[src/rtl/focal_max_col_if.sv]
// focal_max_col_if: M/N input stream and 3x3 focal-max result stream
interface focal_max_col_if;
  logic       frame_start;
  logic       in_valid;
  logic [3:0] in_m;
  logic [3:0] in_n;
  logic       out_valid;
  logic [3:0] out_m;
  logic [3:0] out_n;
  logic       out_last;
  logic       busy;
  modport master (
    output frame_start, in_valid, in_m, in_n,
    input  out_valid, out_m, out_n, out_last, busy
  );
  modport slave (
    input  frame_start, in_valid, in_m, in_n,
    output out_valid, out_m, out_n, out_last, busy
  );
endinterface

[src/rtl/focal_max_col.sv]
// focal_max_col: vertical max over rows r-2..r of row-max pairs, giving the 3x3 focal max
module focal_max_col #(
  parameter  int COL_PAIRS = 4,
  localparam int CW        = COL_PAIRS > 1 ? $clog2(COL_PAIRS) : 1
) (
  input logic            clk,
  input logic            rst_n,
  focal_max_col_if.slave bus
);
  localparam logic [1:0] IDLE   = 2'd0;
  localparam logic [1:0] FILL0  = 2'd1;
  localparam logic [1:0] FILL1  = 2'd2;
  localparam logic [1:0] STREAM = 2'd3;
  logic [1:0]    state_q, state_d;
  logic [CW-1:0] col_q, col_d;
  logic [7:0]    l1_q [COL_PAIRS];
  logic [7:0]    l2_q [COL_PAIRS];
  logic          out_valid_q, out_last_q;
  logic [3:0]    out_m_q, out_n_q;
  logic          acc, wrap, produce;
  logic [7:0]    h1, h2;
  function automatic logic [3:0] max3(input logic [3:0] a, input logic [3:0] b, input logic [3:0] c);
    return (a >= b && a >= c) ? a : (b >= c ? b : c);
  endfunction
  // a frame_start beat is accepted as row 0 col 0 even when coming out of IDLE
  always_comb begin
    acc     = bus.in_valid && (state_q != IDLE || bus.frame_start);
    wrap    = col_q == CW'(COL_PAIRS - 1);
    produce = acc && !bus.frame_start && state_q == STREAM;
    h1      = l1_q[COL_PAIRS-1];
    h2      = l2_q[COL_PAIRS-1];
    col_d   = bus.frame_start ? (bus.in_valid ? CW'(1) : '0)
            : acc ? (wrap ? '0 : col_q + 1'b1) : col_q;
    state_d = bus.frame_start ? FILL0
            : (acc && wrap && state_q != STREAM) ? state_q + 2'd1 : state_q;
  end
  always_ff @(posedge clk or negedge rst_n) begin
    if (!rst_n) begin
      state_q     <= IDLE;
      col_q       <= '0;
      out_valid_q <= 1'b0;
      out_last_q  <= 1'b0;
      out_m_q     <= '0;
      out_n_q     <= '0;
    end else begin
      state_q     <= state_d;
      col_q       <= col_d;
      out_valid_q <= produce;
      out_last_q  <= produce && wrap;
      if (produce) begin
        out_m_q <= max3(bus.in_m, h1[7:4], h2[7:4]);
        out_n_q <= max3(bus.in_n, h1[3:0], h2[3:0]);
      end
    end
  end
  // buffer contents are masked by FILL0/FILL1, so they need no reset
  always_ff @(posedge clk) begin
    if (acc) begin
      l1_q[0] <= {bus.in_m, bus.in_n};
      l2_q[0] <= h1;
      for (int i = 1; i < COL_PAIRS; i++) begin
        l1_q[i] <= l1_q[i-1];
        l2_q[i] <= l2_q[i-1];
      end
    end
  end
  assign bus.out_valid = out_valid_q;
  assign bus.out_last  = out_last_q;
  assign bus.out_m     = out_m_q;
  assign bus.out_n     = out_n_q;
  assign bus.busy      = state_q != IDLE;
endmodule

[src/flat_wrapper.sv]
// flat-port wrapper written by rule: the top's interface ports become plain ports
module focal_max_col_flat 
#(
  parameter  int COL_PAIRS = 4,
  localparam int CW        = COL_PAIRS > 1 ? $clog2(COL_PAIRS) : 1
)
  (clk, rst_n, bus_frame_start, bus_in_valid, bus_in_m, bus_in_n, bus_out_valid, bus_out_m, bus_out_n, bus_out_last, bus_busy);
  focal_max_col_if bus_i ();
  input logic clk;
  input logic rst_n;
  input wire logic [$bits(bus_i.frame_start)-1:0] bus_frame_start;
  input wire logic [$bits(bus_i.in_valid)-1:0] bus_in_valid;
  input wire logic [$bits(bus_i.in_m)-1:0] bus_in_m;
  input wire logic [$bits(bus_i.in_n)-1:0] bus_in_n;
  output wire logic [$bits(bus_i.out_valid)-1:0] bus_out_valid;
  output wire logic [$bits(bus_i.out_m)-1:0] bus_out_m;
  output wire logic [$bits(bus_i.out_n)-1:0] bus_out_n;
  output wire logic [$bits(bus_i.out_last)-1:0] bus_out_last;
  output wire logic [$bits(bus_i.busy)-1:0] bus_busy;
  assign bus_i.frame_start = bus_frame_start;
  assign bus_i.in_valid = bus_in_valid;
  assign bus_i.in_m = bus_in_m;
  assign bus_i.in_n = bus_in_n;
  assign bus_out_valid = bus_i.out_valid;
  assign bus_out_m = bus_i.out_m;
  assign bus_out_n = bus_i.out_n;
  assign bus_out_last = bus_i.out_last;
  assign bus_busy = bus_i.busy;
  focal_max_col #(.COL_PAIRS(COL_PAIRS)) u_core (.clk(clk), .rst_n(rst_n), .bus(bus_i));
endmodule
[config.mk]
export PLATFORM = sky130hd
export DESIGN_NAME = focal_max_col_flat
export DESIGN_NICKNAME = d
export VERILOG_FILES = /design/src/rtl/focal_max_col_if.sv /design/src/rtl/focal_max_col.sv /design/src/flat_wrapper.sv
export SDC_FILE = /design/constraint.sdc
export NUM_CORES = 1
export LEC_CHECK = 0
export ABC_AREA = 1
export BUFFER_PORTS_ARGS = -buffer_cell sky130_fd_sc_hd__buf_2
export CAP_MARGIN = 20
export CORE_MARGIN = 8
export CORE_UTILIZATION = 67
export CTS_BUF_LIST = sky130_fd_sc_hd__clkbuf_8
export CTS_CLUSTER_DIAMETER = 200
export CTS_CLUSTER_SIZE = 30
export DETAILED_ROUTE_END_ITERATION = 10
export GPL_TIMING_DRIVEN = 0
export HOLD_SLACK_MARGIN = 0.02
export PLACE_DENSITY = 0.87
export SLEW_MARGIN = 20
export SYNTH_ARGS = -nofsm -noshare
export SYNTH_HDL_FRONTEND = slang
export SYNTH_SLANG_ARGS = --single-unit
[constraint.sdc]
create_clock -name clk -period 3.55 [get_ports clk]
set_input_delay 0.71 -clock clk [delete_from_list [all_inputs] [get_ports clk]]
set_output_delay 0.71 -clock clk [all_outputs]
set_load 0.05 [all_outputs]
==> metrics.txt, run 1 <==
cell area power density=582.4 nW/um^2; Gate power share=0.160; switching part of the total=0.2678; drt first-iter violations=189; clock group share of total power=0.338; number of antenna diodes=0; First-pass DRT Iterations=6; register area share after synthesis=0.6676; Die ar.=7616 sq um; Post-Syn Area=3403 sq um; Clock Path Buffers=2; Int Pwr=1.633 mW; sequential share of power=0.502; Post-route DRC=0; Netlist cell types=22; CTS Buf Count=9; initial cell density of the core=0.6793; Die H=87.27 um; worst vdd ir=0.0003553 V; WP data required=3.84 ns; share of the clock period used by the worst path after layout=0.5971; unrepaired setup endpoints after global routing=no; outcome=completed; Net Sw Power=0.5972 mW; cell taking the most area after synthesis=edfxtp_1; Congestion Overflow GR=0; Layout Skew=0.007368 ns; top cells by area, synth=edfxtp_1, dfrtp_1, ha_1; CP Launch Type=register; IO Pins=23; Seq cells post-synth=78; final WL=5907 um; aggregate global-route resource usage=0.1737; clk sinks=78; FP Rows=26; CTS tree=built; crit-path leading delay family=buffers and inverters; slowest CP cell=inv_4; placed insts=369; worst-margin pin slew=0.7930 ns; clock root cell=clkbuf_8; first-pass GRT wire length=9791 um; Clock transition at path regs=0.08 ns; Synth-to-Final Area Change=12.54%; Vias per Instance=5.456; final setup margin=1.430 ns; post-route minimum period=2.120 ns; core box area=5010 sq um; Avg Cell Area, Syn=12.29 sq um; Post-Layout Cell Count=384; max cap viols=0; Final setup violation count=0; critical path fanouts, max=66; Final Hold Viols=0; Mapped Nets=316; initial antenna violation count=0; number of global-route vias before repair=2086; post-CTS sizing=0; share of layout cells above drive strength 1=0.1433; largest net degree at the start of global routing=67; Hold Crit Class=input port to asynchronous set/reset pin; CTS H-tree lvls=3; vias post-DR=2095; port bufs=22; setup bufs post-CTS=0; static leakage=1.763 nW; CP Capture Type=register; top cell type's share of synthesized area=0.5647; Post-Place Setup Slack=1.326 ns; Slew Viols, Final=0; Layout Nets=349; GP Congestion=0.8212; Syn Inst Count=277; Hold-fix buffers, CTS=0; remaining antenna violation count=0; WP data arrival=2.41 ns; Die X=87.27 um; FMAX=0.4718 GHz; Buf/Inv on CP=4; drt wl/cell=15.38 um; Slew Limit Headroom=0.4714; critical path class=register to register; worst skew pair latency=0.35 ns; crit path cell chain=inv_1 > ha_1 > inv_1 > o21ai_2 > inv_4 > nand2_4 > nor2_8 > nand2_1 > inv_1 > nand2_1 > nand2_1; DPL Wire Length=3823 um; setup TNS=0 ns; Syn. warnings=0; largest stage delay on the critical path=0.55 ns
==> kinds of logic (layout without fill, tap and decap cells) <==
logic type,count (synthesis),after routing,synth area share
buf+inv,52,89,0.05809
compound gates,14,14,0.03051
flops,78,78,0.6676
simple gates,106,106,0.1445
fa+ha+maj,27,27,0.09926
==> stage by stage <==
| step | utilization | area, sq um | total power, mW | hold WS, ns |
|---|---|---|---|---|
| floorplan | - | 3403 | 1.393 | 0.4003 |
| global placement | 0.7188 | 3601 | 1.473 | 0.4003 |
| detailed placement | 0.7193 | 3603 | 1.489 | 0.4045 |
| CTS | 0.7645 | 3830 | 2.248 | 0.2261 |
| global route | 0.7645 | 3830 | 2.327 | 0.2376 |
| finish | 0.7645 | 3830 | 2.230 | 0.2282 |
==> area by class of cell <==
class                           count  area (sq um)
Sequential cell                    78          2272
Fill cell                         319          1180
Multi-Input combinational cell    147         933.4
Inverter                           52         200.2
Clock buffer                        9         123.9
Timing Repair Buffer               22         110.1
Clock inverter                      6         102.6
Tap cell                           70         87.58
==> routing by layer <==
metal	track usage	vias to the layer above	share of wire
met4	0.08594	0	0.026
met1	0.2128	976	0.44
met5	0	-	0
met3	0.05660	22	0.073
met2	0.2693	81	0.46
li1	-	1016	-
==> cell usage after synthesis <==
library cell and count:
nand3_2 1, nand2_1 61, a32o_1 1, clkinv_1 6, a21oi_1 5, nand4_1 12
o31ai_1 2, a21oi_2 2, nor3_1 1, nor2_1 3, inv_4 1, nand2_4 1
o21ai_0 1, inv_2 1, ha_1 27, edfxtp_1 64, o21bai_2 2, dfrtp_1 14
o21ai_2 1, inv_1 44, nand3_1 26, nor2_8 1
==> path summary, 6_finish.rpt <==
check / from / endpoint / slack (ns) / cells after the start
worst min register to register: u_core.l2_q[1][3] / u_core.l2_q[2][3] / 0.41 / 0
min in group clk: u_core.l2_q[1][3] / u_core.l2_q[2][3] / 0.41 / 0
worst max-delay path: u_core.state_q[0] / u_core.bus.out_m[0] / 1.43 / 11
worst min-delay path: rst_n / u_core.bus.out_m[1] / 0.23 / 1
max in group asynchronous: rst_n / u_core.col_q[1] / 3.09 / 1
worst max register to register: u_core.state_q[0] / u_core.bus.out_m[0] / 1.43 / 11
==> flip-flops by register name, indices dropped and copies added, names as in the netlist <==
register / count
u_core.l1_q: 32
u_core.bus.out_last: 1
u_core.bus.out_n: 4
u_core.bus.out_m: 4
u_core.col_q: 2
u_core.l2_q: 32
u_core.state_q: 2
u_core.bus.out_valid: 1
==> power groups by stage <==
stage / logic [mW] / clock network, mW / registers [mW]
2_1_floorplan: 0.153 / 0 / 1.24
3_3_place_gp: 0.337 / 0 / 1.14
3_5_place_dp: 0.350 / 0 / 1.14
4_1_cts: 0.356 / 0.771 / 1.12
5_1_grt: 0.388 / 0.810 / 1.13
6_report: 0.356 / 0.754 / 1.12
==> layout by cell type, fill, tap and decap left out, drive strengths merged <==
master | synthesis | layout
nor3 | 1 | 1
nand2 | 62 | 62
clkbuf | 0 | 9
bufinv | 0 | 3
ha | 27 | 27
nand4 | 12 | 12
nand3 | 27 | 27
o31ai | 2 | 2
o21bai | 2 | 2
clkinv | 6 | 8
dfrtp | 14 | 14
a32o | 1 | 1
edfxtp | 64 | 64
o21ai | 2 | 2
inv | 46 | 47
buf | 0 | 22
a21oi | 7 | 7
nor2 | 4 | 4
(Power assumes the default switching activity.)
==> run 2, diff against run 1 <==
--- a/config.mk
+++ b/config.mk
@@ -9,14 +9,14 @@
 export BUFFER_PORTS_ARGS = -buffer_cell sky130_fd_sc_hd__buf_2
 export CAP_MARGIN = 20
 export CORE_MARGIN = 8
-export CORE_UTILIZATION = 67
+export CORE_UTILIZATION = 56
 export CTS_BUF_LIST = sky130_fd_sc_hd__clkbuf_8
 export CTS_CLUSTER_DIAMETER = 200
 export CTS_CLUSTER_SIZE = 30
 export DETAILED_ROUTE_END_ITERATION = 10
 export GPL_TIMING_DRIVEN = 0
 export HOLD_SLACK_MARGIN = 0.02
-export PLACE_DENSITY = 0.87
+export PLACE_DENSITY = 0.78
 export SLEW_MARGIN = 20
 export SYNTH_ARGS = -nofsm -noshare
 export SYNTH_HDL_FRONTEND = slang
==> constraint.sdc (replaced) <==
create_clock -name clk -period 1.8 [get_ports clk]
set_input_delay 0.36 -clock clk [delete_from_list [all_inputs] [get_ports clk]]
set_output_delay 0.36 -clock clk [all_outputs]
set_load 0.05 [all_outputs]
==> run 2 against run 1 <==
- sequential share of layout area decreased by 1.7 points
- wire length decreased by 3.4%
- non-clock buffer count increased by 6
- via count decreased by 2.1%
- clock-buffer cell count unchanged
- critical endpoint is now u_core.bus.out_n[2]
==> metrics.txt, run 2 (synthesis gave the netlist of run 1 again) <==
initial cell density of the core=0.5782 (-0.1011); Post-Place Setup Slack=0.04297 ns (-1.283 ns); share of layout cells above drive strength 1=0.1957 (+0.05234); Slew Limit Headroom=0.7476 (+0.2762); slowest CP cell=edfxtp_1; drt wl/cell=14.38 um (-6.5%); crit-path leading delay family=simple AND/OR/NAND/NOR gates; commonest non-fill, non-tap cell in the layout=edfxtp_1; worst skew pair latency=0.35 ns (about the same); WP data required=2.04 ns (-1.80 ns); Slew Viols, Final=0 (unchanged); number of global-route vias before repair=1969 (-5.6%); final WL=5709 um (-3.4%); critical path fanouts, max=5 (-92%); Congestion Overflow GR=0 (unchanged); FP Rows=28 (+7.7%); Stages on worst setup path=10 (-1); Clock transition at path regs=0.08 ns (about the same); most frequent cells in the layout=edfxtp_1, nand2_1, inv_1; Hold WS=0.1982 ns (-0.03006 ns); port bufs=22 (unchanged); largest stage delay on the critical path=0.50 ns (-0.05 ns); number of antenna diodes=0 (unchanged); fillers=444 (+39%); remaining antenna violation count=0 (unchanged); DPL Wire Length=3833 um (+0.26%); clock root cell=clkbuf_8; Layout Skew=0.01039 ns (+0.003017 ns); Layout Nets=356 (+2.0%); final setup margin=0.1225 ns (-1.308 ns); CTS H-tree lvls=3 (unchanged); critical path class=register to register; initial antenna violation count=0 (unchanged); Design Power=4.054 mW (+82%); placed cell areas=3666 sq um (+1.7%); worst vdd ir=0.0006410 V (+80%); CP most frequent cell=nand2_1; Die ar.=8828 sq um (+16%); WP data arrival=1.92 ns (-0.49 ns); GP Congestion=0.8320 (+1.3%); first-pass GRT wire length=9101 um (-7.0%); max cap viols=0 (unchanged); Final Cell Area=3940 sq um (+2.9%); Synth-to-Final Area Change=15.77%; Min-Delay Path Depth=1; CTS tree=built; aggregate global-route resource usage=0.1349 (-0.03880); vias post-DR=2050 (-2.1%); Final Hold Viols=0 (unchanged); top flop regs=u_core.l1_q: 32 flops, u_core.l2_q: 32 flops; largest net degree at the start of global routing=67 (unchanged); Hold Crit Class=input port to register; Buf/Inv on CP=2 (-2); CP Capture Type=register; FF-to-FF path depth=10 (-1); crit path cell chain=inv_1 > ha_1 > nand2_1 > inv_1 > nand3_1 > nand3_2 > nand2_2 > nand3_1 > nand2_1 > nand2_1; crit path from=u_core.l1_q[3][3]; post-route minimum period=1.677 ns (-0.4421 ns); FMAX=0.5961 GHz (+26%); Post-route DRC=0 (unchanged); Final setup violation count=0 (unchanged); core box area=5886 sq um (+17%); Die X=93.96 um (+7.7%); Clock Path Buffers=2 (unchanged); static leakage=1.781 nW (+1.0%); hold path startpoint=bus_in_n[0]; IO Pins=23 (unchanged); CTS Buf Count=9 (unchanged); drt first-iter violations=106 (-44%); CP Launch Type=register; Vias per Instance=5.164 (-5.4%); cell area power density=1029 nW/um^2 (+77%); worst-margin pin slew=0.3758 ns (-0.4172 ns); outcome=completed; clk sinks=78 (unchanged); First-pass DRT Iterations=4 (-2); Reg-to-Reg Start=u_core.l1_q[3][3]; share of the clock period used by the worst path after layout=0.9319 (+0.3349); Die H=93.96 um (+7.7%)
-- run 2: cell types whose count changed in the layout (fill, tap and decap cells not counted), moves of 2 or more --
cell        before  now
nand3_1         26   23
ha_1            27   24
inv_2            0    2
buf_4            0    5
nand3_2          1    4
nand2_2          0    2
inv_6            0    2
inv_1           45   42
nand2_1         61   59
clkinvlp_4       0    3
bufinv_16        3    1
ha_4             0    3
-- run 2: final cells by class --
cell class | count | area [sq um] | area share
clock buffer | 9 | 123.9 | 0.03144
clock inverter | 7 | 41.29 | 0.01048
inverter | 52 | 227.7 | 0.05780
multi-input combinational | 147 | 1015 | 0.2575
sequential | 78 | 2272 | 0.5767
tap | 75 | 93.84 | 0.02382
timing repair buffer | 28 | 157.7 | 0.04001
timing repair inverter | 1 | 8.758 | 0.002223
-- run 2: worst paths after layout --
| kind | endpoint | slack [ns] |
|---|---|---|
| max in group asynchronous | u_core.col_q[0] | 1.14 |
| hold reg to reg | u_core.l2_q[3][0] | 0.42 |
| setup reg to reg | u_core.bus.out_n[2] | 0.12 |
| setup / recovery | u_core.bus.out_n[2] | 0.12 |
| min in group asynchronous | u_core.bus.out_last | 0.43 |
| hold / removal | u_core.l1_q[0][0] | 0.20 |
-- run 2: power by group --
part / leakage [nW] / switching, mW / internal (mW)
clock network: 0.0842 / 0.611 / 0.490
registers: 0.805 / 0.0781 / 2.13
logic: 0.891 / 0.521 / 0.223
total: 1.78 / 1.21 / 2.84
-- run 2: repair_timing --
action,in CTS,in global routing
endpoints found under the setup margin,0,8
resized for setup,0,8
setup buffers,0,5
hold buffers,1,0
hold endpoints to repair,14,0
-- run 2: per-layer routing --
layer | routed length, um | share of wire | global-route usage
met3 | 282 | 0.049 | 0.04636
met1 | 2770 | 0.49 | 0.1804
met2 | 2567 | 0.45 | 0.1937
met5 | 0 | 0 | 0
met4 | 87 | 0.015 | 0.05945
-- run 2: metrics by stage --
stage	setup TNS [ns]	util	instances
3_3_place_gp	0	0.6229	374
5_1_grt	-0.03108	0.6694	397
6_report	0	0.6694	397
4_1_cts	0	0.6526	391
3_5_place_dp	0	0.6229	374
2_1_floorplan	-0.2924	-	277
==> run 3, diff against run 2 <==
--- a/config.mk
+++ b/config.mk
@@ -8,6 +8,7 @@
 export ABC_AREA = 1
 export BUFFER_PORTS_ARGS = -buffer_cell sky130_fd_sc_hd__buf_2
 export CAP_MARGIN = 20
+export CORE_ASPECT_RATIO = 1.2
 export CORE_MARGIN = 8
 export CORE_UTILIZATION = 56
 export CTS_BUF_LIST = sky130_fd_sc_hd__clkbuf_8
==> run 3 against run 2 <==
- critical endpoint is now u_core.bus.out_n[3]
- via count grew 2.5%
- critical path type unchanged
- final area grew 1.6%
- flip-flop and latch count is the same
- non-clock buffer count is the same
==> metrics.txt, run 3 (synthesis gave the netlist of run 1 again) <==
outcome=completed; CP most frequent cell=nand2_1; Buf/Inv on CP=0 (-2); drt first-iter violations=129 (+22%); number of global-route vias before repair=2105 (+6.9%); crit-path leading delay family=flip-flops; clock group share of total power=0.363 (+0.091); FP Rows=31 (+11%); first-pass GRT wire length=9377 um (+3.0%); Clock Path Buffers=2 (unchanged); post-route minimum period=1.663 ns (-0.01460 ns); Post-route DRC=0 (unchanged); Hold Crit Class=input port to register; WP data required=2.04 ns (about the same); fillers=448 (+0.90%); Congestion Overflow GR=0 (unchanged); WP data arrival=1.90 ns (-0.02 ns); port bufs=22 (unchanged); critical path class=register to register; crit path cell chain=ha_1 > a21oi_2 > nand3_2 > nand2_1 > nand3_1 > nand2_1 > nand2_1; CTS H-tree lvls=3 (unchanged); Vias per Instance=5.203 (+0.76%); Slew Viols, Final=0 (unchanged); top flop regs=u_core.l1_q: 32 flops, u_core.l2_q: 32 flops; CTS Buf Count=9 (unchanged); number of antenna diodes=0 (unchanged); Final Cell Area=4001 sq um (+1.6%); switching part of the total=0.2631 (-0.03554); Net Sw Power=1.213 mW (+0.14%); Int Pwr=3.395 mW (+19%); First-pass DRT Iterations=4 (unchanged); Slew Limit Headroom=0.6728 (-0.07472); initial antenna violation count=0 (unchanged); share of the clock period used by the worst path after layout=0.9238 (-0.008111); critical path fanouts, max=5 (unchanged); share of layout cells above drive strength 1=0.1863 (-0.009317); worst skew pair latency=0.34 ns (about the same); drt wl/cell=14.03 um (-2.4%); Final setup violation count=0 (unchanged); clk sinks=78 (unchanged); max cap viols=0 (unchanged); largest net degree at the start of global routing=67 (unchanged); placed insts=381 (+1.9%); Die H=101.4 um (+7.9%); Post-Layout Cell Count=404 (+1.8%); sequential share of power=0.479 (-0.066); DPL Wire Length=3737 um (-2.5%); placed cell areas=3675 sq um (+0.24%); Die X=87.17 um (-7.2%); clock root cell=clkbuf_8; GP Congestion=0.8075 (-2.9%); CP Capture Type=register; Layout Nets=356 (unchanged); CTS tree=built; most frequent cells in the layout=edfxtp_1, nand2_1, inv_1; worst vdd ir=0.0006302 V (-1.7%); core box area=5973 sq um (+1.5%); cell area power density=1152 nW/um^2 (+12%); slowest CP cell=edfxtp_1; FMAX=0.6014 GHz (+0.88%); CP Launch Type=register; largest stage delay on the critical path=0.48 ns (-0.02 ns); Layout Skew=0.005756 ns (-0.004629 ns); IO Pins=23 (unchanged); Clock transition at path regs=0.08 ns (about the same); final WL=5670 um (-0.68%); Die ar.=8838 sq um (+0.12%); Finished Core Util=0.6699 (about the same); Gate power share=0.158 (-0.026); aggregate global-route resource usage=0.1398 (+0.004853); initial cell density of the core=0.5698 (-0.008478); commonest non-fill, non-tap cell in the layout=edfxtp_1; vias post-DR=2102 (+2.5%); Final Hold Viols=0 (unchanged); static leakage=1.816 nW (+1.9%); Hold WS=0.2038 ns (+0.005676 ns); worst-margin pin slew=0.4870 ns (+0.1112 ns); remaining antenna violation count=0 (unchanged); Synth-to-Final Area Change=17.57%; unrepaired setup endpoints after global routing=no
run 3: cell count changes in the layout (fill, tap and decap cells not counted), sizes merged:
cell	change
bufinv	+4
inv	-2
clkinv	-1
clkinvlp	-1
run 3: area by class of cell:
type / instances / area, sq um / share of cell area
Tap cell: 82 / 102.6 / 0.02564
Clock buffer: 9 / 123.9 / 0.03096
Sequential cell: 78 / 2272 / 0.5679
Inverter: 52 / 227.7 / 0.05691
Timing Repair inverter: 1 / 8.758 / 0.002189
Multi-Input combinational cell: 147 / 972.2 / 0.2430
Timing Repair Buffer: 28 / 157.7 / 0.03940
Clock inverter: 7 / 136.4 / 0.03408
run 3: final timing paths:
check | startpoint | to | slack, ns | cells past startpoint
hold reg to reg | u_core.l2_q[1][4] | u_core.l2_q[2][4] | 0.42 | 0
setup / recovery | u_core.l1_q[3][3] | u_core.bus.out_n[3] | 0.14 | 7
max in group asynchronous | rst_n | u_core.bus.out_n[2] | 1.14 | 2
hold / removal | bus_in_m[0] | u_core.l1_q[0][4] | 0.20 | 1
min in group asynchronous | rst_n | u_core.bus.out_m[1] | 0.43 | 2
setup reg to reg | u_core.l1_q[3][3] | u_core.bus.out_n[3] | 0.14 | 7
run 3: stage by stage:
stage	total power, mW	setup TNS, ns	setup slack, ns
after floorplan	2.761	-0.2924	-0.04961
after CTS	4.631	0	0.03134
after detailed placement	2.954	0	0.06157
final	4.608	0	0.1371
after global placement	2.924	0	0.08379
after global routing	4.813	0	0.0002034
run 3: layer usage:
layer / vias up / part of all wire / global-route usage
met5: - / 0 / 0
met3: 15 / 0.057 / 0.04627
li1: 1033 / - / -
met1: 1000 / 0.46 / 0.1683
met4: 0 / 0.023 / 0.07162
met2: 54 / 0.46 / 0.2190
run 3: power by group through the flow:
stage	Sequential, mW	Clock (mW)	Combinational, mW
after floorplan	2.44	0	0.319
after global placement	2.24	0	0.687
after global routing	2.23	1.79	0.802
after CTS	2.21	1.71	0.715
after detailed placement	2.25	0	0.707
final	2.21	1.67	0.728
run 3: worst reg2reg max path, cell delays in order, from the launching register on:
cell	delay [ns]
edfxtp_1	0.48
ha_1	0.37
a21oi_2	0.27
nand3_2	0.17
nand2_1	0.09
nand3_1	0.06
nand2_1	0.07
nand2_1	0.05
run 3: repair_timing:
item                       4_1_cts  5_1_grt
hold endpoints to repair        14        0
hold buffers                     1        0
setup buffers                    0        5
resized for setup                0        3
setup endpoints to repair        0        8
